==> src/rtl/ft2232h_pkg.sv <==
// ft2232h_pkg: shared constants and flag-FSM encoding for the FT2232H responder.
// Rev 1.0
`default_nettype none

package ft2232h_pkg;

  localparam int BYTE_W            = 8;
  localparam int PRECHARGE_DEFAULT = 2;

  typedef enum logic [1:0] {
    FLAG_READY     = 2'd0,
    FLAG_BUSY      = 2'd1,
    FLAG_PRECHARGE = 2'd2
  } flag_state_t;

endpackage

`default_nettype wire

==> src/rtl/ft_byte_fifo.sv <==
// ft_byte_fifo: synchronous pDepth x 8 FIFO with combinational head read.
// Rev 1.0
`default_nettype none

module ft_byte_fifo
  import ft2232h_pkg::*;
#(
  parameter int pDepth = 16
) (
  input  logic                      clk,
  input  logic                      rst,
  input  logic                      push,
  input  logic [BYTE_W-1:0]         push_data,
  input  logic                      pop,
  output logic [BYTE_W-1:0]         head,
  output logic                      full,
  output logic                      empty,
  output logic [$clog2(pDepth):0]   count
);

  localparam int AW = $clog2(pDepth);
  localparam int CW = AW + 1;

  logic [BYTE_W-1:0] mem [pDepth];
  logic [AW-1:0]     wr_ptr;
  logic [AW-1:0]     rd_ptr;
  logic              do_push;
  logic              do_pop;

  // A push into a full buffer only lands when the same edge frees a slot.
  assign do_pop  = pop && !empty && !rst;
  assign do_push = push && !rst && (!full || do_pop);

  assign full  = (count == CW'(pDepth));
  assign empty = (count == '0);
  assign head  = mem[rd_ptr];

  always_ff @(posedge clk) begin
    if (rst) begin
      wr_ptr <= '0;
      rd_ptr <= '0;
      count  <= '0;
    end else begin
      if (do_push) wr_ptr <= wr_ptr + 1'b1;
      if (do_pop)  rd_ptr <= rd_ptr + 1'b1;
      case ({do_push, do_pop})
        2'b10:   count <= count + 1'b1;
        2'b01:   count <= count - 1'b1;
        default: count <= count;
      endcase
    end
  end

  always_ff @(posedge clk) begin
    if (do_push) mem[wr_ptr] <= push_data;
  end

endmodule

`default_nettype wire

==> src/rtl/ft2232h_async_responder.sv <==
// ft2232h_async_responder: FT2232H-side async 245-FIFO responder bridging to host byte streams.
// Rev 1.0
`default_nettype none

module ft2232h_async_responder
  import ft2232h_pkg::*;
#(
  parameter int pDepth     = 16,
  parameter int pPrecharge = PRECHARGE_DEFAULT
) (
  input  logic              iClk,
  input  logic              iRst,
  input  logic [BYTE_W-1:0] iHostRxData,
  input  logic              iHostRxValid,
  output logic              oHostRxReady,
  output logic [BYTE_W-1:0] oHostTxData,
  output logic              oHostTxValid,
  input  logic              iHostTxReady,
  output logic [BYTE_W-1:0] oFifoData,
  output logic              oFifoDataOe,
  input  logic [BYTE_W-1:0] iFifoData,
  output logic              oRxF_n,
  output logic              oTxE_n,
  input  logic              iRx_n,
  input  logic              iTx_n,
  input  logic              iSiwu,
  output logic              oWake,
  output logic              oErrUnderrun,
  output logic              oErrOverrun
);

  localparam int CW = $clog2(pDepth) + 1;
  localparam int PW = (pPrecharge > 0) ? $clog2(pPrecharge + 1) : 1;

  logic              rx_prev, tx_prev, siwu_prev;
  logic              rx_rise, rx_fall, tx_rise, tx_fall;
  logic              rx_full, rx_empty, tx_full, tx_empty;
  logic              rx_push, tx_pop;
  logic [CW-1:0]     rx_count, tx_count;
  logic [BYTE_W-1:0] rx_head;

  flag_state_t       rx_state, tx_state;
  logic [PW-1:0]     rx_cnt, tx_cnt;

  assign rx_rise = iRx_n && !rx_prev;
  assign rx_fall = !iRx_n && rx_prev;
  assign tx_rise = iTx_n && !tx_prev;
  assign tx_fall = !iTx_n && tx_prev;

  assign oHostRxReady = !rx_full && !iRst;
  assign oHostTxValid = !tx_empty && !iRst;
  assign rx_push      = iHostRxValid && oHostRxReady;
  assign tx_pop       = iHostTxReady && oHostTxValid;

  assign oFifoDataOe = !iRx_n && !iRst;
  assign oFifoData   = rx_empty ? '0 : rx_head;

  ft_byte_fifo #(.pDepth(pDepth)) u_rx_fifo (
    .clk       (iClk),
    .rst       (iRst),
    .push      (rx_push),
    .push_data (iHostRxData),
    .pop       (rx_rise),
    .head      (rx_head),
    .full      (rx_full),
    .empty     (rx_empty),
    .count     (rx_count)
  );

  ft_byte_fifo #(.pDepth(pDepth)) u_tx_fifo (
    .clk       (iClk),
    .rst       (iRst),
    .push      (tx_fall),
    .push_data (iFifoData),
    .pop       (tx_pop),
    .head      (oHostTxData),
    .full      (tx_full),
    .empty     (tx_empty),
    .count     (tx_count)
  );

  always_ff @(posedge iClk) begin
    if (iRst) begin
      rx_prev      <= 1'b1;
      tx_prev      <= 1'b1;
      siwu_prev    <= 1'b1;
      oWake        <= 1'b0;
      oErrUnderrun <= 1'b0;
      oErrOverrun  <= 1'b0;
    end else begin
      rx_prev   <= iRx_n;
      tx_prev   <= iTx_n;
      siwu_prev <= iSiwu;
      oWake     <= !iSiwu && siwu_prev;
      if (rx_fall && rx_empty)           oErrUnderrun <= 1'b1;
      if (tx_fall && tx_full && !tx_pop) oErrOverrun  <= 1'b1;
    end
  end

  // Flag is registered from the pre-edge state, so it rises one edge after BUSY is entered.
  always_ff @(posedge iClk) begin
    if (iRst) begin
      rx_state <= FLAG_READY;
      rx_cnt   <= '0;
      oRxF_n   <= 1'b1;
    end else begin
      oRxF_n <= !(rx_state == FLAG_READY && rx_count != '0);
      case (rx_state)
        FLAG_READY: if (!iRx_n) rx_state <= FLAG_BUSY;
        FLAG_BUSY: begin
          if (rx_rise) begin
            rx_state <= (pPrecharge == 0) ? FLAG_READY : FLAG_PRECHARGE;
            rx_cnt   <= PW'(pPrecharge);
          end
        end
        FLAG_PRECHARGE: begin
          if (rx_cnt <= PW'(1)) begin
            rx_state <= FLAG_READY;
            rx_cnt   <= '0;
          end else begin
            rx_cnt <= rx_cnt - 1'b1;
          end
        end
        default: rx_state <= FLAG_READY;
      endcase
    end
  end

  always_ff @(posedge iClk) begin
    if (iRst) begin
      tx_state <= FLAG_READY;
      tx_cnt   <= '0;
      oTxE_n   <= 1'b1;
    end else begin
      oTxE_n <= !(tx_state == FLAG_READY && tx_count != CW'(pDepth));
      case (tx_state)
        FLAG_READY: if (!iTx_n) tx_state <= FLAG_BUSY;
        FLAG_BUSY: begin
          if (tx_rise) begin
            tx_state <= (pPrecharge == 0) ? FLAG_READY : FLAG_PRECHARGE;
            tx_cnt   <= PW'(pPrecharge);
          end
        end
        FLAG_PRECHARGE: begin
          if (tx_cnt <= PW'(1)) begin
            tx_state <= FLAG_READY;
            tx_cnt   <= '0;
          end else begin
            tx_cnt <= tx_cnt - 1'b1;
          end
        end
        default: tx_state <= FLAG_READY;
      endcase
    end
  end

endmodule

`default_nettype wire
==> config.mk <==
export PLATFORM = sky130hd
export DESIGN_NAME = ft2232h_async_responder
export DESIGN_NICKNAME = d
export VERILOG_FILES = /design/src/rtl/ft2232h_pkg.sv /design/src/rtl/ft_byte_fifo.sv /design/src/rtl/ft2232h_async_responder.sv
export SDC_FILE = /design/constraint.sdc
export NUM_CORES = 1
export LEC_CHECK = 0
export BUFFER_PORTS_ARGS = -buffer_cell sky130_fd_sc_hd__buf_2
export CAP_MARGIN = 40
export CORE_MARGIN = 4
export CORE_UTILIZATION = 40
export CTS_BUF_LIST = sky130_fd_sc_hd__clkbuf_4
export DETAILED_ROUTE_END_ITERATION = 10
export SYNTH_ARGS = -nofsm -noshare
export SYNTH_HDL_FRONTEND = slang
export SYNTH_SLANG_ARGS = --single-unit
==> constraint.sdc <==
create_clock -name iClk -period 7.3 [get_ports iClk]
set_input_delay 1.46 -clock iClk [delete_from_list [all_inputs] [get_ports iClk]]
set_output_delay 1.46 -clock iClk [all_outputs]
set_load 0.01 [all_outputs]
Word level (Yosys, flattened, before mapping)
Memory sizes are Yosys's and may differ from the RTL's. A register that Yosys moved wholly into a read port is not among the register bits.
Index checks and enable logic that the tools add are counted.
{"block": "classes", "bitwise_logic": 0, "add_sub_neg": 10, "multipliers": 0, "reduce_logical": 51, "div": 0, "shift": 0, "order_cmp": 2, "eq_ne": 17, "n_mux": 23}
{"cell": "$logic_and 1x1->1", "count": 23}
{"cell": "$pmux 5 s2", "count": 2}
{"cell": "$add 4x1->4 const B", "count": 4}
{"cell": "$mux 2", "count": 8}
{"cell": "$mux 4", "count": 4}
{"cell": "$logic_not 1->1", "count": 13}
{"cell": "$pmux 2 s3", "count": 2}
{"cell": "$add 5x1->5 const B", "count": 2}
{"cell": "$eq 5x5->1 const B", "count": 2}
{"cell": "$logic_not 5->1", "count": 2}
{"cell": "$ne 2x2->1 const B", "count": 5}
{"cell": "$sub 5x1->5 const B", "count": 2}
{"cell": "$eq 2x1->1 const B", "count": 4}
{"cell": "$eq 2x2->1 const B", "count": 4}
{"cell": "$mux 8", "count": 1}
{"cell": "$pmux 2 s2", "count": 2}
{"cell": "$reduce_bool 2->1", "count": 4}
{"cell": "$reduce_and 3->1", "count": 2}
{"cell": "$ne 5x5->1 const B", "count": 1}
{"cell": "$reduce_bool 5->1", "count": 1}
{"cell": "$le 2x1->1 const B", "count": 2}
{"cell": "$logic_not 2->1", "count": 2}
{"cell": "$mux 1", "count": 4}
{"cell": "$reduce_and 2->1", "count": 2}
{"cell": "other kinds (3)", "count": 5}
{"block": "totals", "reg_bits": 42, "ramBits": 256, "mem_count": 2, "out_inout_bits": 24, "input_bits": 23, "wordCells": 123, "latchBits": 0, "romBits": 0}
{"memory": "u_rx_fifo.mem", "depth": 16, "width": 8, "read_ports": 1, "rd_clocked_by_memory_dff": 1, "write_ports": 1, "line": "ft_byte_fifo.sv:24", "source": "logic [BYTE_W-1:0] mem [pDepth];"}
{"memory": "u_tx_fifo.mem", "depth": 16, "width": 8, "read_ports": 1, "rd_clocked_by_memory_dff": 1, "write_ports": 1, "line": "ft_byte_fifo.sv:24"}

Logic depth before layout (Yosys ltp)
{"block": "logic_depth", "depth_word": 10, "depth_mapped": 14, "ltp_nobuf": 10}

Hierarchy
From an unflattened synthesis, not the netlist that was laid out.
{"block": "hier_totals", "cells_unflattened": 729, "hier_area_um2": 12410.7}
{"mod": "ft_byte_fifo at u_tx_fifo", "n_inst": 1, "area_each_um2": 5896.9, "cells_per_inst": 330, "seq_area_each_um2": 4184.0}
{"mod": "ft_byte_fifo at u_rx_fifo", "n_inst": 1, "area_each_um2": 5854.4, "cells_per_inst": 324, "seq_area_each_um2": 4184.0}
{"mod": "ft2232h_async_responder", "n_inst": 1, "area_each_um2": 659.4, "cells_per_inst": 75, "seq_area_each_um2": 320.3}

Worst setup path before layout
OpenSTA, ideal clock, no wires.
{"block": "synth_path", "path_kind": "input -> register", "startpoint": "input iRst", "endpoint": "register u_tx_fifo.count[4]", "t_arrival_ps": 3992, "path_slack_ps": 3186, "required_ps": 7178, "setup_time_ps": 122, "path_stages": 12, "path_buffers": 4, "path_cell_list": "clkbuf_1 -> buf_1 -> buf_1 -> nor2_1 -> ha_1 -> clkbuf_1 -> xor2_1 -> ha_1 -> and4b_1 -> a211oi_1 -> mux2i_1 -> a311o_1"}
{"block": "synth_via", "elab_chain_cells": 9, "word_cells_on_any_way": 12, "classes_between": "eq/ne (2); mux (1); reduce/logical (9)"}
{"element": "start, declared", "line": "ft2232h_async_responder.sv:12", "source": "input logic iRst,"}
{"element": "$logic_not 1->1 *", "line": "ft_byte_fifo.sv:31, ft2232h_async_responder.sv:51"}
{"element": "$logic_and 1x1->1", "line": "ft2232h_async_responder.sv:51", "source": "assign oHostTxValid = !tx_empty && !iRst;"}
{"element": "$logic_and 1x1->1", "line": "ft2232h_async_responder.sv:53", "source": "assign tx_pop = iHostTxReady && oHostTxValid;"}
{"element": "$logic_and 1x1->1", "line": "ft_byte_fifo.sv:31", "source": "assign do_pop = pop && !empty && !rst;"}
{"element": "$logic_and 1x1->1 *", "line": "ft_byte_fifo.sv:31"}
{"element": "net u_tx_fifo.do_pop", "line": "ft_byte_fifo.sv:28", "source": "logic do_pop;"}
{"element": "$logic_or 1x1->1", "line": "ft_byte_fifo.sv:32", "source": "assign do_push = push && !rst && (!full || do_pop);"}
{"element": "$logic_and 1x1->1", "line": "ft_byte_fifo.sv:32"}
{"element": "$eq 2x1->1 or $eq 2x2->1 (tied branches)", "line": "ft_byte_fifo.sv:46", "source": "case ({do_push, do_pop})"}
{"element": "$pmux 5 s2 or $reduce_bool 2->1 (tied branches)"}
{"element": "end signal, assigned", "line": "ft_byte_fifo.sv:47", "source": "2'b10: count <= count + 1'b1;"}
{"element": "end signal, assigned", "line": "ft_byte_fifo.sv:48", "source": "2'b01: count <= count - 1'b1;"}
{"element": "end signal, assigned", "line": "ft_byte_fifo.sv:49", "source": "default: count <= count;"}
{"element": "end, declared", "line": "ft_byte_fifo.sv:18", "source": "output logic [$clog2(pDepth):0] count"}
The timed path passes the listed nets; every way through them passes the cells marked *.
A chain may end at the register's enable or synchronous reset.

Final worst setup path
{"block": "layout_path", "startpoint": "input iRst", "endpoint": "output oFifoDataOe"}
{"block": "layout_via", "elab_chain_cells": 2}
{"element": "$logic_not 1->1", "line": "ft2232h_async_responder.sv:55", "source": "assign oFifoDataOe = !iRx_n && !iRst;"}
{"element": "$logic_and 1x1->1", "line": "ft2232h_async_responder.sv:55"}
{"element": "end, declared", "line": "ft2232h_async_responder.sv:20", "source": "output logic oFifoDataOe,"}
No other way between the ends.

==> qor.csv <==
stage,metric,value,unit
detailed_routing,drt_wl_total,24.0,mm
synth,ys_seq_elements,306,
floorplan,die_w,183,um
detailed_routing,dr.pass1.iters,4,
detailed_routing,wl_per_cell,19.4,um
power_and_ir_drop,leakagePower,4.70,nW
grt,busiest_layer,met2,
timing,setup_violations,0,
timing,fmax,219,MHz
grt,met3_usage,3.75,%
timing,whs,0.415,ns
synth,yosysSeqAreaShare,70.8,%
timing,setup_tns,0,ns
detailed_routing,viasPerCell,5.30,
grt,overflow,0,
grt,met1_usage,18.7,%
synth,ys_top_cells_by_area,"edfxtp_1 63%, mux4_2 12%, dfxtp_1 8.2%",
worst_setup_path,crit_fanout,47,
detailed_routing,ant_nets,0,
placement,dp_hpwl,15.2,mm
worst_setup_path,path_class,input pin to output pin,
timing,hold_viol_final,0,
layout,seq_area,8690,um^2
cts,worstSkewPairLatency,0.70,ns
floorplan,ios,47,
cts,htreeDepth,3,
detailed_routing,drtIter0Drc,430,
cts,root_buffer,clkbuf_4,
outcome,status,finished clean,
synth,synth_edf_count,256,
cts,clkTransAtPathRegs,0.06,ns
timing,period_minus_slack,4.56,ns
floorplan,initial_utilization,41.0,%
cts,clkSinkCount,306,
power_and_ir_drop,peakVddDrop,0.140,mV
timing,slew_headroom,43.1,%
worst_setup_path,cp-end-kind,output pin,
timing,grt_setup_unrepaired,no,
synth,avgSynthCellArea,17.5,um^2
floorplan,die_y,183,um
power_and_ir_drop,total_power,0.00373,W
grt,grt_pass1_wl,38.4,mm
layout,syn2layout_area_growth,12.4,%
power_and_ir_drop,power_density,270,nW/um^2
grt,grt_pass1_vias,7103,
worst_setup_path,crit_required,5.84,ns
floorplan,die-area,33500,um^2
worst_setup_path,start_kind,input pin,
floorplan,rows,63,
cts,ctsResizeCount,0,
floorplan,placeableCoreArea,30000,um^2
cts,post_cts_buffers,0,
placement,port_buffers,46,
layout,multiInputGateArea,3340,um^2
layout,num-fill-cells,2612,
run,drv_cap,0,
timing,finalCritPeriodShare,62.5,%
cts,ctsHoldBuffers,0,
synth,ys_types,56,
synth,synth_cells,701,
cts,cts_tree,built,
cts,clock_path_buffers,3,
timing,report.final.slew_viol_count,0,
timing,fin_skew,0.0554,ns
synth,synthArstFlopShare,0,%
layout,final_layout_size_suffix_gt1_share,29.4,%
grt,grt_max_degree,48,
layout,finalNetCount,840,
layout,layout_commonest_cell,edfxtp_1,
synth,synth_nets,743,
placement,globalplace.congestion,0.715,
cts,cts_made_buffers,79,
grt,antenna_found_initial,1,
synth,ys_warn_count,0,
timing,tightest_slew,0.854,ns
detailed_routing,drcViolationCount,0,
grt,grt_use_total,14.7,%
layout,final_cell_mix,"256 x edfxtp_1, 109 x clkbuf_4, 64 x mux4_2, 49 x dfxtp_1, 46 x buf_2",
detailed_routing,vias,6565,
worst_setup_path,cp_data_arrival_time,3.10,ns
synth,syn_area,12300,um^2
synth,synth_top_area_cell,edfxtp_1,
hold_path,hp-class,flip-flop to flip-flop,
synth,yosys.area.top_type_share,62.6,%
grt,met2_usage,24.8,%
synth,synthFlopType,edfxtp_1,
==> layout make-up <==
type                       count  share of cell area [%]
sequential                   306                    63.0
multi-input combinational    341                    24.2
clock buffer                 109                    5.93
tap                          390                    3.54
timing repair buffer          54                    2.10
clock inverter                20                   0.771
inverter                      16                   0.435
antenna                        2                  0.0363
==> path summary, 6_finish.rpt <==
kind / slack (ns) / start / depth (start not counted) / to
hold reg to reg: 0.41 / siwu_prev$_SDFF_PP1_ / 2 / oWake$_SDFF_PP0_
setup / recovery: 2.74 / iRst / 5 / oFifoDataOe
setup reg to reg: 3.86 / u_tx_fifo.count[1]$_SDFFE_PP0P_ / 10 / u_tx_fifo.count[4]$_SDFFE_PP0P_
hold / removal: 0.41 / siwu_prev$_SDFF_PP1_ / 2 / oWake$_SDFF_PP0_
==> flip-flops by register name, summed over array words and instances (netlist names), named ones only <==
signal,flops
oErrOverrun,1
oErrUnderrun,1
oRxF_n,1
oTxE_n,1
oWake,1
rx_cnt,2
rx_prev,1
rx_state,2
siwu_prev,1
tx_cnt,2
tx_prev,1
tx_state,2
u_rx_fifo.count,5
u_rx_fifo.mem,128
u_rx_fifo.rd_ptr,4
u_rx_fifo.wr_ptr,4
u_tx_fifo.count,5
u_tx_fifo.mem,128
u_tx_fifo.rd_ptr,4
u_tx_fifo.wr_ptr,4
==> worst max-delay path, stage by stage <==
cell and delay [ns]:
buf_2 0.64, clkinv_1 0.56, nand2_1 0.22, inv_1 0.06, buf_2 0.13
==> report_power, final <==
group / leakage [nW] / switching [W] / internal (W)
logic: 1.43 / 0.000231 / 0.000199
registers: 2.71 / 0.0000287 / 0.00192
clock network: 0.551 / 0.000652 / 0.000692
total: 4.70 / 0.000912 / 0.00281
==> through the flow <==
step                cell area (um^2)  utilization, %  instances  worst slack, ns
floorplan                      12300               -        701             3.19
global placement               12900            43.0       1107             2.78
detailed placement             12900            43.0       1107             2.55
CTS                            13800            46.0       1236             2.72
global route                   13800            46.1       1238             2.54
finish                         13800            46.1       1238             2.74
==> logic make-up after synthesis <==
family / after synthesis / share of synthesized area, %
xor+xnor: 13 / 0.928
flops: 306 / 70.8
compound gates: 81 / 4.71
simple gates: 147 / 6.39
buf+inv: 54 / 2.03
fa+ha+maj: 19 / 2.00
mux: 81 / 13.1
==> cells in the mapped netlist, types with 5 or more instances <==
library cell,count
buf_1,7
and3_1,22
edfxtp_1,256
and2_1,10
mux4_2,64
buf_2,10
nor2b_1,14
nand2_1,24
dfxtp_1,50
a22oi_1,16
o21ai_0,6
a21oi_1,13
nand3b_1,5
clkbuf_1,16
mux2i_1,16
ha_1,18
inv_1,15
nor3_1,11
xor2_1,10
nor2_1,38
o211ai_1,5
a211oi_1,19
==> metal layers <==
metal	share of wire (%)	wire length, um	vias to the layer above
met2	51	12300	173
met3	5.0	1210	31
met5	0	0	-
met4	1.4	332	0
met1	42	10200	3322
li1	-	-	3039
(Power assumes the default switching activity.)
